File: src/rtl/session_controller.sv
// Coin-operated session controller: arms a countdown timer on a coin, strobes it
// once per TICK_DIV cycles, detects expiry and restarts from queued coin credits.
module session_controller #(
    parameter int unsigned TICK_DIV    = 50000000,
    parameter int unsigned MAX_CREDITS = 3
) (
    input  logic       Clk,
    input  logic       Reset,
    input  logic       Coin,
    input  logic [3:0] ModeSel,
    input  logic       Cancel,
    input  logic [3:0] S1,
    input  logic [3:0] S2,
    input  logic [3:0] S3,
    output logic [3:0] CounterInput,
    output logic       CounterEnable,
    output logic       CounterClear,
    output logic       Busy,
    output logic       Done,
    output logic [1:0] Credits
);

    localparam int unsigned PRE_W = (TICK_DIV > 2) ? $clog2(TICK_DIV) : 1;
    localparam logic [PRE_W-1:0] PRE_MAX  = PRE_W'(TICK_DIV - 1);
    localparam logic [1:0]       CRED_MAX = 2'(MAX_CREDITS);

    typedef enum logic [1:0] {
        ST_IDLE   = 2'd0,
        ST_CLEAR  = 2'd1,
        ST_RUN    = 2'd2,
        ST_EXPIRE = 2'd3
    } state_e;

    state_e             state_q, state_d;
    logic [PRE_W-1:0]   presc_q, presc_d;
    logic               started_q, started_d;
    logic [1:0]         credits_q, credits_d;
    logic [3:0]         mode_q, mode_d;
    logic               coin_prev_q, coin_prev_d;

    logic               coin_acc;
    logic               strobe;
    logic               digits_zero;
    logic               cancel_act;
    logic [1:0]         credits_inc;
    logic               clear_c;
    logic               done_c;

    // State register; reset also drops the coin history so a held coin counts once.
    always_ff @(posedge Clk) begin
        if (Reset) begin
            state_q     <= ST_IDLE;
            presc_q     <= '0;
            started_q   <= 1'b0;
            credits_q   <= 2'd0;
            mode_q      <= 4'd0;
            coin_prev_q <= 1'b0;
        end else begin
            state_q     <= state_d;
            presc_q     <= presc_d;
            started_q   <= started_d;
            credits_q   <= credits_d;
            mode_q      <= mode_d;
            coin_prev_q <= coin_prev_d;
        end
    end

    // Next-state and strobe decode.
    always_comb begin
        state_d     = state_q;
        presc_d     = presc_q;
        started_d   = started_q;
        credits_d   = credits_q;
        mode_d      = mode_q;
        coin_prev_d = Coin;
        clear_c     = 1'b0;
        done_c      = 1'b0;

        coin_acc    = Coin && !coin_prev_q;
        strobe      = (state_q == ST_RUN) && (presc_q == PRE_MAX);
        digits_zero = (S1 == 4'd0) && (S2 == 4'd0) && (S3 == 4'd0);
        cancel_act  = Cancel && (state_q != ST_IDLE);
        // A coin seen this cycle is credited before any expiry decision consumes it.
        credits_inc = (coin_acc && (credits_q < CRED_MAX)) ? (credits_q + 2'd1) : credits_q;

        case (state_q)
            ST_IDLE: begin
                if (coin_acc) begin
                    mode_d  = ModeSel;
                    state_d = ST_CLEAR;
                end
            end
            ST_CLEAR: begin
                clear_c   = 1'b1;
                presc_d   = '0;
                started_d = 1'b0;
                credits_d = credits_inc;
                state_d   = ST_RUN;
            end
            ST_RUN: begin
                credits_d = credits_inc;
                presc_d   = strobe ? '0 : (presc_q + PRE_W'(1));
                if (strobe) begin
                    started_d = 1'b1;
                end
                // Digits read zero right after a clear, so only trust them once counting began.
                if (started_q && !strobe && digits_zero) begin
                    state_d = ST_EXPIRE;
                end
            end
            ST_EXPIRE: begin
                done_c = 1'b1;
                if (credits_inc != 2'd0) begin
                    credits_d = credits_inc - 2'd1;
                    state_d   = ST_CLEAR;
                end else begin
                    credits_d = 2'd0;
                    state_d   = ST_IDLE;
                end
            end
            default: begin
                state_d = ST_IDLE;
            end
        endcase

        if (cancel_act) begin
            state_d   = ST_IDLE;
            credits_d = 2'd0;
            clear_c   = 1'b1;
            done_c    = 1'b0;
        end

        // Reset clears the attached timer alongside the controller.
        if (Reset) begin
            clear_c = 1'b1;
            done_c  = 1'b0;
        end
    end

    assign CounterInput  = mode_q;
    assign CounterEnable = strobe && !cancel_act && !Reset;
    assign CounterClear  = clear_c;
    assign Busy          = (state_q != ST_IDLE);
    assign Done          = done_c;
    assign Credits       = credits_q;

    a_done_clear_excl: assert property (@(posedge Clk) !(Done && CounterClear));
    a_enable_in_run:   assert property (@(posedge Clk) CounterEnable |-> (state_q == ST_RUN));

endmodule

File: config.mk
export PLATFORM = sky130hd
export DESIGN_NAME = session_controller
export DESIGN_NICKNAME = d
export VERILOG_FILES = /design/src/rtl/session_controller.sv
export SDC_FILE = /design/constraint.sdc
export NUM_CORES = 1
export LEC_CHECK = 0
export CAP_MARGIN = 20
export CORE_MARGIN = 4
export CORE_UTILIZATION = 50
export CTS_CLUSTER_DIAMETER = 40
export CTS_CLUSTER_SIZE = 10
export DETAILED_ROUTE_END_ITERATION = 12
export PLACE_DENSITY = 0.73
export SETUP_SLACK_MARGIN = 0.4
export SYNTH_ARGS = -nofsm -noshare
export SYNTH_HDL_FRONTEND = slang
export SYNTH_SLANG_ARGS = --single-unit
File: constraint.sdc
create_clock -name Clk -period 6.4 [get_ports Clk]
set_clock_uncertainty 0.15 [all_clocks]
set_input_delay 0.96 -clock Clk [delete_from_list [all_inputs] [get_ports Clk]]
set_output_delay 0.96 -clock Clk [all_outputs]
set_load 0.01 [all_outputs]
Word-level counts from Yosys, hierarchy flattened
Index checks and enable logic that the tools add are counted.
{"block": "totals", "romBits": 0, "register_bits": 36, "mem_bits_rw": 0, "latch_bits": 0, "n_memories": 0}
{"block": "classes", "mul": 0, "n_shift": 0, "n_mux": 17, "n_div": 0, "bitwise_logic": 0, "add_sub_neg": 3, "n_reduce_logical": 27, "order_cmp": 1, "n_eq_ne": 7}
{"op": "one-hot mux 26 bit (2 select lines)", "count": 1}
{"op": "adder 26 x 1 -> 26 bit, second input constant", "count": 1}
{"op": "equality test 26 bit, second input constant", "count": 1}
{"op": "two-way mux 26 bit", "count": 1}
{"op": "zero test 4 bit", "count": 3}
{"op": "logical AND 1 bit", "count": 10}
{"op": "two-way mux 1 bit", "count": 8}
{"op": "two-way mux 2 bit", "count": 4}
{"op": "one-hot mux 2 bit (4 select lines)", "count": 1}
{"op": "nonzero test 2 bit", "count": 4}
{"op": "AND reduction 2 bit", "count": 3}
{"op": "equality test 2 bit, second input constant", "count": 2}
{"op": "zero test 1 bit", "count": 4}
{"op": "!= test 2 bit, second input constant", "count": 2}
{"op": "one-hot mux 2 bit (2 select lines)", "count": 1}
{"op": "OR reduction 2 bit", "count": 2}
{"op": "adder 2 x 1 -> 2 bit, second input constant", "count": 1}
{"op": "equality test 2 x 1 -> 1 bit, second input constant", "count": 1}
{"op": "zero test 2 bit", "count": 1}
{"op": "less-than comparator 2 bit, second input constant", "count": 1}
{"op": "!= test 2 x 1 -> 1 bit, second input constant", "count": 1}
{"op": "one-hot mux 1 bit (2 select lines)", "count": 1}
{"op": "subtractor 2 x 1 -> 2 bit, second input constant", "count": 1}

Longest topological paths before layout
{"block": "depth", "depth_word": 7, "depth_mapped": 9, "depth_no_buf": 7}

Worst setup path after synthesis
Ideal clock, no wire load.
{"block": "synth_timing", "path_type": "in2out", "from": "in Reset", "to": "out CounterEnable", "path_slack_ns": 3.588, "path_buffers": 1, "t_arrival_ns": 1.702, "t_required_ns": 5.290, "stages": 3, "path_cell_list": "clkbuf_1 > a21oi_1 > nor2b_1"}
{"block": "synth_via", "elab_chain_cells": 2}
{"element": "from (decl)", "line_no": "8", "text": "input logic Reset,"}
{"element": "zero test 1 bit", "line_no": "141", "text": "assign CounterEnable = strobe && !cancel_act && !Reset;"}
{"element": "logical AND 1 bit", "line_no": "141"}
{"element": "to (decl)", "line_no": "16", "text": "output logic CounterEnable,"}
Every way passes these cells.

Final worst setup path
Same ends and word-level chain as after synthesis.

==> impl_metrics.csv <==
group,metric,value,unit
timing,rsz0062_at_grt,"no",
die,die_h,71.20,um
timing,tns,0,ps
route,drtIter0Drc,78,
route,wl_per_cell,13.95,um
yosys,ys_ff_latch,36,
die,num_io_pins,30,
grt,grt_pass1_wl,7.286,mm
route,viasPerCell,5.616,
yosys,synth_ff_type,"dfxtp_1",
yosys,synth_compound_area_share,10.71,%
die,dieWidth,71.20,um
yosys,synthMuxAreaShare,3.070,%
yosys,ys_types,47,
grt,antenna_found_initial,0,
placed_design,hpwl,3.121,mm
worst_setup_path,slowest_delay,580,ps
yosys,netlist.area_leader.share,36.09,%
clock_network,cts_inserted_buffers,5,
final_layout,antennaDiodeCount,0,
clock_network,cts_tree,"yes",
worst_setup_path,cp_data_required_time,5290,ps
clock_network,clock-sinks,36,
worst_setup_path,cp_num_cells,4,
timing,fmax,254.6,MHz
power_and_ir_drop,power.density,255.5,nW/um2
grt,grt_start_max_net_pins,27,
worst_setup_path,crit_path_frequent_cell,"clkdlybuf4s50_1",
worst_setup_path,cp_slowest_cell,"clkdlybuf4s50_1",
clock_network,clk_latency,290,ps
clock_network,cts_resized,0,
worst_setup_path,worstSetupEndpointType,"output port",
route,vias,1724,
yosys,yosys.area_share.simple,32.27,%
placed_design,gp_congestion,0.8565,
yosys,synth_area_per_cell,8.570,um2
yosys,yosysTopAreaCell,"dfxtp_1",
route,drc,0,
timing,hold_viol_final,0,
clock_network,ctsHoldBuffers,0,
route,ant_nets,0,
worst_setup_path,cp_num_buf_inv,2,
clock_network,post_cts_buffers,0,
yosys,synth_top_family_by_area,"simple AND/OR/NAND/NOR gates",
worst_setup_path,worstPathMaxFanout,9,
yosys,synth.area.top_cells,"dfxtp_1 36%, nor2_1 5.8%, ha_1 4.4%",
worst_setup_path,reg2regPathDepth,7,
timing,finalSetupViolations,0,
worst_setup_path,arrival,2820,ps
route,firstDrtPassIters,4,
final_layout,nets,286,
timing,worstMarginPinSlew,839.2,ps
placed_design,numPortBuffers,29,
clock_network,htreeDepth,2,
worst_hold_path,min_path_cells,2,
grt,grt_pass1_vias,1610,
run_status,status,"finished clean",
die,die-area,5069,um2
timing,timing.hold.ws,342.7,ps
clock_network,clkSlewWorstSetupHoldPaths,70,ps
yosys,synth_fa_ha_area_share,4.386,%
power_and_ir_drop,vdd_drop_max,0.1895,mV
worst_setup_path,criticalPathCategory,"in -> out",
yosys,synth_edf_count,0,
yosys,synth_cells,233,
clock_network,cts_buffer_depth,2,
worst_hold_path,hold_path_class,"reg -> reg",
yosys,synth_xor_area_share,8.772,%
clock_network,root_buffer,"clkbuf_8",
worst_setup_path,critical_path.top_delay_family,"buffers and inverters",
yosys,seq_area_frac_synth,36.09,%
timing,fin_crit,3927,ps
final_layout,area_delta_synth_final,18.99,%
yosys,syn-num-nets,260,
die,coreArea,3771,um2
timing,relSlewSlack,44.05,%
timing,fin_crit_sh,61.36,%
job,maxCapViolations,0,
grt,overflow,0,
yosys,syn-cell-area,1997,um2
yosys,ys_warn_count,0,
route,drt-total-wl,4.284,mm
yosys,async_reset_ff_share,0,%
worst_setup_path,cp-start-kind,"primary input",
die,start_util,52.95,%
timing,final_max_slew_viol_count,0,
grt,grt_usage,17.70,%
power_and_ir_drop,leakage,0.0008684,uW
die,rows,22,
worst_setup_path,cp_cell_sequence,"clkdlybuf4s50_1 -> a21oi_1 -> nor2b_1 -> clkdlybuf4s50_1",
final_layout,drive_gt1_share,4.633,%
flip-flops by register name (all words and copies together) (netlist names):
signal	cells
presc_q	26
CounterInput	4
Credits	2
state_q	2
coin_prev_q	1
started_q	1
per-layer routing:
layer / track usage (%) / routed length [um] / vias up
met1: 23.02 / 2053 / 785
met4: 5.010 / 70 / 0
met3: 5.540 / 274 / 7
li1: - / - / 887
met2: 28.16 / 1886 / 45
met5: 0 / 0 / -
logic make-up (layout without fill, tap and decap cells):
| group | Yosys count | count (layout) |
|---|---|---|
| simple gates | 116 | 116 |
| flops | 36 | 36 |
| compound gates | 31 | 31 |
| xor+xnor | 20 | 20 |
| buf+inv | 17 | 43 |
| fa+ha+maj | 7 | 7 |
| mux | 6 | 6 |
synth_stat cells, types with 2 or more instances:
cell type,instances
nor2b_1,7
nor4b_1,3
xor2_1,10
a41o_1,2
and3_1,6
nor3_1,8
xnor2_1,10
and4_1,5
nand4_1,12
nor4_1,4
nand3_1,8
a21oi_1,12
clkbuf_1,6
and3b_1,3
inv_1,7
mux2i_1,5
nand2_1,16
and2_1,2
nor2_1,31
o31ai_1,2
buf_6,4
or4b_1,2
dfxtp_1,36
ha_1,7
o21ai_0,3
worst register-to-register path: cells and delay by family, from the launching register on:
kind                       cells  cell delay [ps]
AOI/OAI and AO/OA              2              850
adders and majority gates      1              520
buffers and inverters          1              150
DFF                            1              350
and+or+nand+nor                3             1120
cells in the final DEF, fill, tap and decap left out, types with 2 or more instances in the layout:
| master | n |
|---|---|
| a21oi_1 | 12 |
| a41o_1 | 2 |
| and2_1 | 2 |
| and3_1 | 6 |
| and3b_1 | 3 |
| and4_1 | 5 |
| clkbuf_8 | 7 |
| clkdlybuf4s50_1 | 29 |
| dfxtp_1 | 36 |
| ha_1 | 7 |
| inv_1 | 7 |
| mux2i_1 | 5 |
| nand2_1 | 16 |
| nand3_1 | 8 |
| nand4_1 | 12 |
| nor2_1 | 31 |
| nor2b_1 | 7 |
| nor3_1 | 8 |
| nor4_1 | 4 |
| nor4b_1 | 3 |
| o21ai_0 | 3 |
| o31ai_1 | 2 |
| or4b_1 | 2 |
| xnor2_1 | 10 |
| xor2_1 | 10 |
area by class of cell:
type,instances,area [um2]
sequential,36,720.7
tap,48,60.06
fill,337,1395
clock buffer,7,96.34
multi-input combinational,180,1182
inverter,7,26.28
timing repair buffer,29,290.3
power by group:
| group | internal [uW] | switching (uW) | leakage (uW) | total, uW |
|---|---|---|---|---|
| registers | 239 | 16.1 | 0.000291 | 255 |
| logic | 79.9 | 97.9 | 0.000527 | 178 |
| clock network | 95.8 | 78.2 | 0.0000503 | 174 |
final timing paths:
path,end,from,slack [ps]
setup / recovery,CounterEnable,Reset,2470
hold / removal,CounterInput[2],CounterInput[2],340
setup reg to reg,presc_q[6],state_q[0],3140
hold reg to reg,CounterInput[2],CounterInput[2],340
through the flow:
step | std cells | total power [uW] | util (%) | setup slack, ps | cell area, um2
final | 307 | 607.1 | 63.01 | 2473 | 2376
after global routing | 307 | 645.2 | 63.01 | 2349 | 2376
after CTS | 307 | 613.3 | 63.01 | 2470 | 2376
after detailed placement | 300 | 438.6 | 60.45 | 2478 | 2280
after global placement | 300 | 437.5 | 60.45 | 2542 | 2280
after floorplan | 233 | 389.7 | - | 3588 | 1997
Power figures use the tool's default switching activity.
==> patch 1: new RTL, same flow settings <==
Register the input `ModeSel` before use, cleared by the reset. The logic sees it one clock later. The other inputs are not delayed to match.
--- a/src/rtl/session_controller.sv
+++ b/src/rtl/session_controller.sv
@@ -32,2 +32,12 @@
     } state_e;
+
+    logic [3:0] ModeSel_q;
+
+    always_ff @(posedge Clk) begin
+        if (Reset) begin
+            ModeSel_q <= '0;
+        end else begin
+            ModeSel_q <= ModeSel;
+        end
+    end
 
@@ -88,3 +98,3 @@
                 if (coin_acc) begin
-                    mode_d  = ModeSel;
+                    mode_d  = ModeSel_q;
                     state_d = ST_CLEAR;
Formal check against the unedited RTL: not equivalent (a bounded check fails within 4 cycles, from zero or initial values and one cycle with Reset high).
==> patch 1 against the original RTL <==
  * Cell area increased by 0.74%
  * Fmax increased by 0.30%
  * Routed wire length decreased by 6.4%
  * Total power increased by 8.8%
  * Synthesized area decreased by 0.31%
  * Setup slack improved by 0.012 ns
  * Sequential cell count increased by 4
  * Count of clock-buffer cells in the layout unchanged
  * Largest power group unchanged
==> patch 1: results (changes against the original RTL) <==
SYNTH.TOP_CELLS.BY_AREA='sky130_fd_sc_hd__dfxtp_1 40%, sky130_fd_sc_hd__xor2_1 8.4%, sky130_fd_sc_hd__nor2_1 6.0%'  # was sky130_fd_sc_hd__dfxtp_1 36%, sky130_fd_sc_hd__nor2_1 5.8%, sky130_fd_sc_hd__ha_1 4.4%
ROUTE.VIAS.TOTAL=1644  # was 1724
OUTCOME='finished, final reports clean'  # unchanged
SYNTH_XOR_AREA_FRAC=0.110  # was 0.0877
REGISTER_TO_REGISTER_SETUP_SLACK_NS=3.73  # was 3.14 ns
AREA_SHARE_NONCLK_BUFFERS=0.121  # was 0.122
MULTIINPUTCOMBCELLCOUNT=169  # was 180
FIN_NETS=277  # was 286
LAUNCH_INSTANCE_OF_THE_WORST_MIN_DELAY_PATH='ModeSel_q[3]$_SDFF_PP0_'  # was CounterInput[2]$_SDFFE_PP0P_
SYNTHESIZED_NETS=249  # was 260
GRT_PASS1_VIAS=1530  # was 1610
CAPTURE_POINT_OF_THE_WORST_REG_TO_REG_PATH='presc_q[4]$_SDFFE_PP0P_'  # was presc_q[6]$_SDFFE_PP0P_
HALF_PERIMETER_WIRE_LENGTH_OF_THE_DETAILED_PLACEMENT_RESULT_UM=2960  # was 3120 um
POST_SYNTH_FA_HA_MAJ_AREA_FRACTION=0.0440  # was 0.0439
LEAKAGE_uW=0.000886  # was 0.000868 uW
SEQCELLAREA_SQ_UM=801  # was 721 sq um
SHARE_OF_POST_ROUTE_CELLS_WITH_DRIVE_STRENGTH_ABOVE_1=0.0560  # was 0.0463
PWR-SHARE-COMB=0.298  # was 0.293
GRT_PASS1_WL_UM=7000  # was 7290 um
NUM-FILL-CELLS=339  # was 337
YS_SEQ_ELEMENTS=40  # was 36
SYNTH.MUX.AREA_FRACTION=0.0358  # was 0.0307
MULTI_INPUT_AREA_SHARE=0.471  # was 0.498
HOLD_END='CounterInput[3]$_SDFFE_PP0P_'  # was CounterInput[2]$_SDFFE_PP0P_
SYNTH_COMPOUND_GATE_AREA_SHARE=0.0616  # was 0.107
PWR.GROUP.SEQUENTIAL_uW=286  # was 255 uW
CRITICAL_PATH_PEAK_FANOUT=13  # was 9
FINALWORSTPATHREQUIREDPERIOD_NS=3.92  # was 3.93 ns
WORST-ENDPOINT-ARRIVAL_NS=2.81  # was 2.82 ns
TIMING.SLEW.HEADROOM=0.458  # was 0.441
INVERTERS_EXCL_CLOCK=5  # was 7
CLOCK_CELL_AREA_SHARE=0.0403  # was 0.0405
-- patch 1: changes by cell type after synthesis, sizes merged, moves of 3 or more --
cell	unedited run	this run
dfxtp	36	40
and3b	3	0
a21oi	12	6
xor2	10	19
xnor2	10	6
clkbuf	6	3
-- patch 1: metal layers --
metal | vias up | GRT usage | wire length, um
li1 | 839 | - | -
met1 | 756 | 0.209 | 1850
met2 | 44 | 0.279 | 1850
met3 | 5 | 0.0582 | 271
met4 | 0 | 0.0626 | 43
met5 | - | 0 | 0
-- patch 1: through the flow --
stage / hold slack, ns / std cells / cell area [sq um]
after floorplan: 0.287 / 222 / 1990
after global placement: 0.304 / 291 / 2300
after detailed placement: 0.312 / 291 / 2300
after CTS: 0.329 / 298 / 2390
after global routing: 0.339 / 298 / 2390
final: 0.319 / 298 / 2390
-- patch 1: worst max-delay path, delay by kind of cell --
| kind | cells | cell delay [ns] |
|---|---|---|
| compound gates | 1 | 0.50 |
| simple gates | 1 | 0.19 |
| buf+inv | 2 | 1.16 |
==> patch 2: new RTL, same settings <==
Without the edit above. Set the parameter `TICK_DIV` to 100000000 (it was 50000000).
--- a/src/rtl/session_controller.sv
+++ b/src/rtl/session_controller.sv
@@ -3,3 +3,3 @@
 module session_controller #(
-    parameter int unsigned TICK_DIV    = 50000000,
+    parameter int unsigned TICK_DIV    = 100000000,
     parameter int unsigned MAX_CREDITS = 3
Check against the original RTL: same outputs for any inputs over 10 cycles, from zero or initial values and one cycle with Reset high; that may be too few to reach the edited logic, so the function may still have changed.
==> patch 2 against the original RTL <==
  * Setup slack better by 0.24 ns
  * Total power up 7.4%
  * Die area up 1.3%
  * Sequential cell count up 1
  * Synthesized area up 1.4%
  * First-iteration DRC count up 19%
  * Routed wire length down 5.0%
  * Cell area up 1.3%
==> patch 2: results (changes against the original RTL) <==
OUTCOME='finished, final reports clean'  # unchanged
LAUNCH_INSTANCE_OF_THE_WORST_MIN_DELAY_PATH='started_q$_SDFFE_PP0P_'  # was CounterInput[2]$_SDFFE_PP0P_
PLACEDCELLCOUNT=303  # was 300
SHARE_OF_POST_ROUTE_CELLS_WITH_DRIVE_STRENGTH_ABOVE_1=0.0684  # was 0.0463
PEAKVDDDROP_uV=199  # was 189 uV
POWER_SWITCHING_SHARE=0.300  # was 0.317
DRT-VIAS-PER-INSTANCE=5.45  # was 5.62
WORST-ENDPOINT-ARRIVAL_NS=2.58  # was 2.82 ns
GRT_UTIL_ALL_LAYERS=0.172  # was 0.177
GRT_PASS1_VIAS=1520  # was 1610
HOLD_END='started_q$_SDFFE_PP0P_'  # was CounterInput[2]$_SDFFE_PP0P_
HOLDWS_NS=0.349  # was 0.343 ns
POST_SYNTH_MOST_FREQUENT_CELLS='39 x sky130_fd_sc_hd__nor2_1, 37 x sky130_fd_sc_hd__dfxtp_1, 22 x sky130_fd_sc_hd__xnor2_1'  # was 36 x sky130_fd_sc_hd__dfxtp_1, 31 x sky130_fd_sc_hd__nor2_1, 16 x sky130_fd_sc_hd__nand2_1
CLK-POWER_uW=208  # was 174 uW
ANTENNA_FOUND_INITIAL=0  # unchanged
PLACEMENT.CELL_AREA_SQ_UM=2290  # was 2280 sq um
CTSLONGESTPATHBUFFERS=2  # unchanged
YS_SEQ_AREA_FRAC=0.366  # was 0.361
LEAKAGE_uW=0.000806  # was 0.000868 uW
SYNTHESIZED_NETS=263  # was 260
ROUTE.VIAS.TOTAL=1694  # was 1724
PLACE.GP.CONGESTION=0.828  # was 0.857
CRIT_PATH_CATEGORY='flip-flop to primary output'  # was input port to primary output
SLOWEST_DELAY_NS=0.53  # was 0.58 ns
CRITICAL_PATH_PEAK_FANOUT=10  # was 9
WORST_PATH_DOMINANT_CELL_FAMILY='simple AND/OR/NAND/NOR gates'  # was buffers and inverters
DR.FIRST_ITER.DRC_COUNT=93  # was 78
SYNTH.DISTINCT_CELLS=46  # was 47
LARGEST_REGISTER_FF_COUNT=27  # was 26
SYNTH.TOP_CELLS.BY_AREA='sky130_fd_sc_hd__dfxtp_1 37%, sky130_fd_sc_hd__xnor2_1 9.5%, sky130_fd_sc_hd__nor2_1 7.2%'  # was sky130_fd_sc_hd__dfxtp_1 36%, sky130_fd_sc_hd__nor2_1 5.8%, sky130_fd_sc_hd__ha_1 4.4%
HALF_PERIMETER_WIRE_LENGTH_OF_THE_DETAILED_PLACEMENT_RESULT_UM=2930  # was 3120 um
GRT_START_MAX_NET_PINS=28  # was 27
CLOCK_GROUP_SHARE_OF_TOTAL_POWER=0.319  # was 0.287
WIRELENGTH_UM=4070  # was 4280 um
CAPTURE_POINT_OF_THE_WORST_REG_TO_REG_PATH='presc_q[0]$_SDFFE_PP0P_'  # was presc_q[6]$_SDFFE_PP0P_
PRE_CTS_SLACK_NS=2.82  # was 2.48 ns
FIN_NETS=289  # was 286
NUM-FILL-CELLS=362  # was 337
PWR-SHARE-COMB=0.277  # was 0.293
==> patch 2: cell count changes after synthesis, moves of 3 or more <==
cell                       unedited run  this run
sky130_fd_sc_hd__xnor2_1             10        22
sky130_fd_sc_hd__nor2_1              31        39
sky130_fd_sc_hd__xor2_1              10         2
sky130_fd_sc_hd__nand4_1             12         6
sky130_fd_sc_hd__nor2b_1              7         1
sky130_fd_sc_hd__clkbuf_1             6         1
sky130_fd_sc_hd__nor3_1               8        13
sky130_fd_sc_hd__a21oi_1             12         8
sky130_fd_sc_hd__nor4_1               4         8
sky130_fd_sc_hd__and3_1               6         3
sky130_fd_sc_hd__and3b_1              3         0
sky130_fd_sc_hd__nand2_1             16        13
sky130_fd_sc_hd__nand3b_1             1         4
==> patch 2: per-layer routing <==
metal	global-route usage	vias up	part of all wire
met3	0.0561	5	0.075
li1	-	880	-
met2	0.242	44	0.43
met5	0	-	0
met1	0.241	765	0.48
met4	0.0647	0	0.013
==> patch 2: cell type report <==
type,instances,share of cell area
Multi-Input combinational cell,180,0.484
Sequential cell,37,0.308
Timing Repair Buffer,29,0.121
Clock buffer,7,0.0359
Tap cell,48,0.0249
Inverter,9,0.0140
Clock inverter,1,0.0125
==> patch 2: logic make-up (layout without fill, tap and decap cells) <==
kind of cell / Yosys count / in the layout / synth area share
adders and majority gates: 7 / 7 / 0.0432
AOI/OAI and AO/OA: 26 / 26 / 0.0834
muxes: 6 / 6 / 0.0303
and+or+nand+nor: 117 / 117 / 0.315
DFF: 37 / 37 / 0.366
buffers and inverters: 19 / 46 / 0.0587
xor gates and xnor gates: 24 / 24 / 0.104
==> patch 2: worst min-delay path, cell delays in order (launching register included) <==
cell	delay, ns
sky130_fd_sc_hd__dfxtp_1	0.32
sky130_fd_sc_hd__o21ai_0	0.07
sky130_fd_sc_hd__a21oi_1	0.06
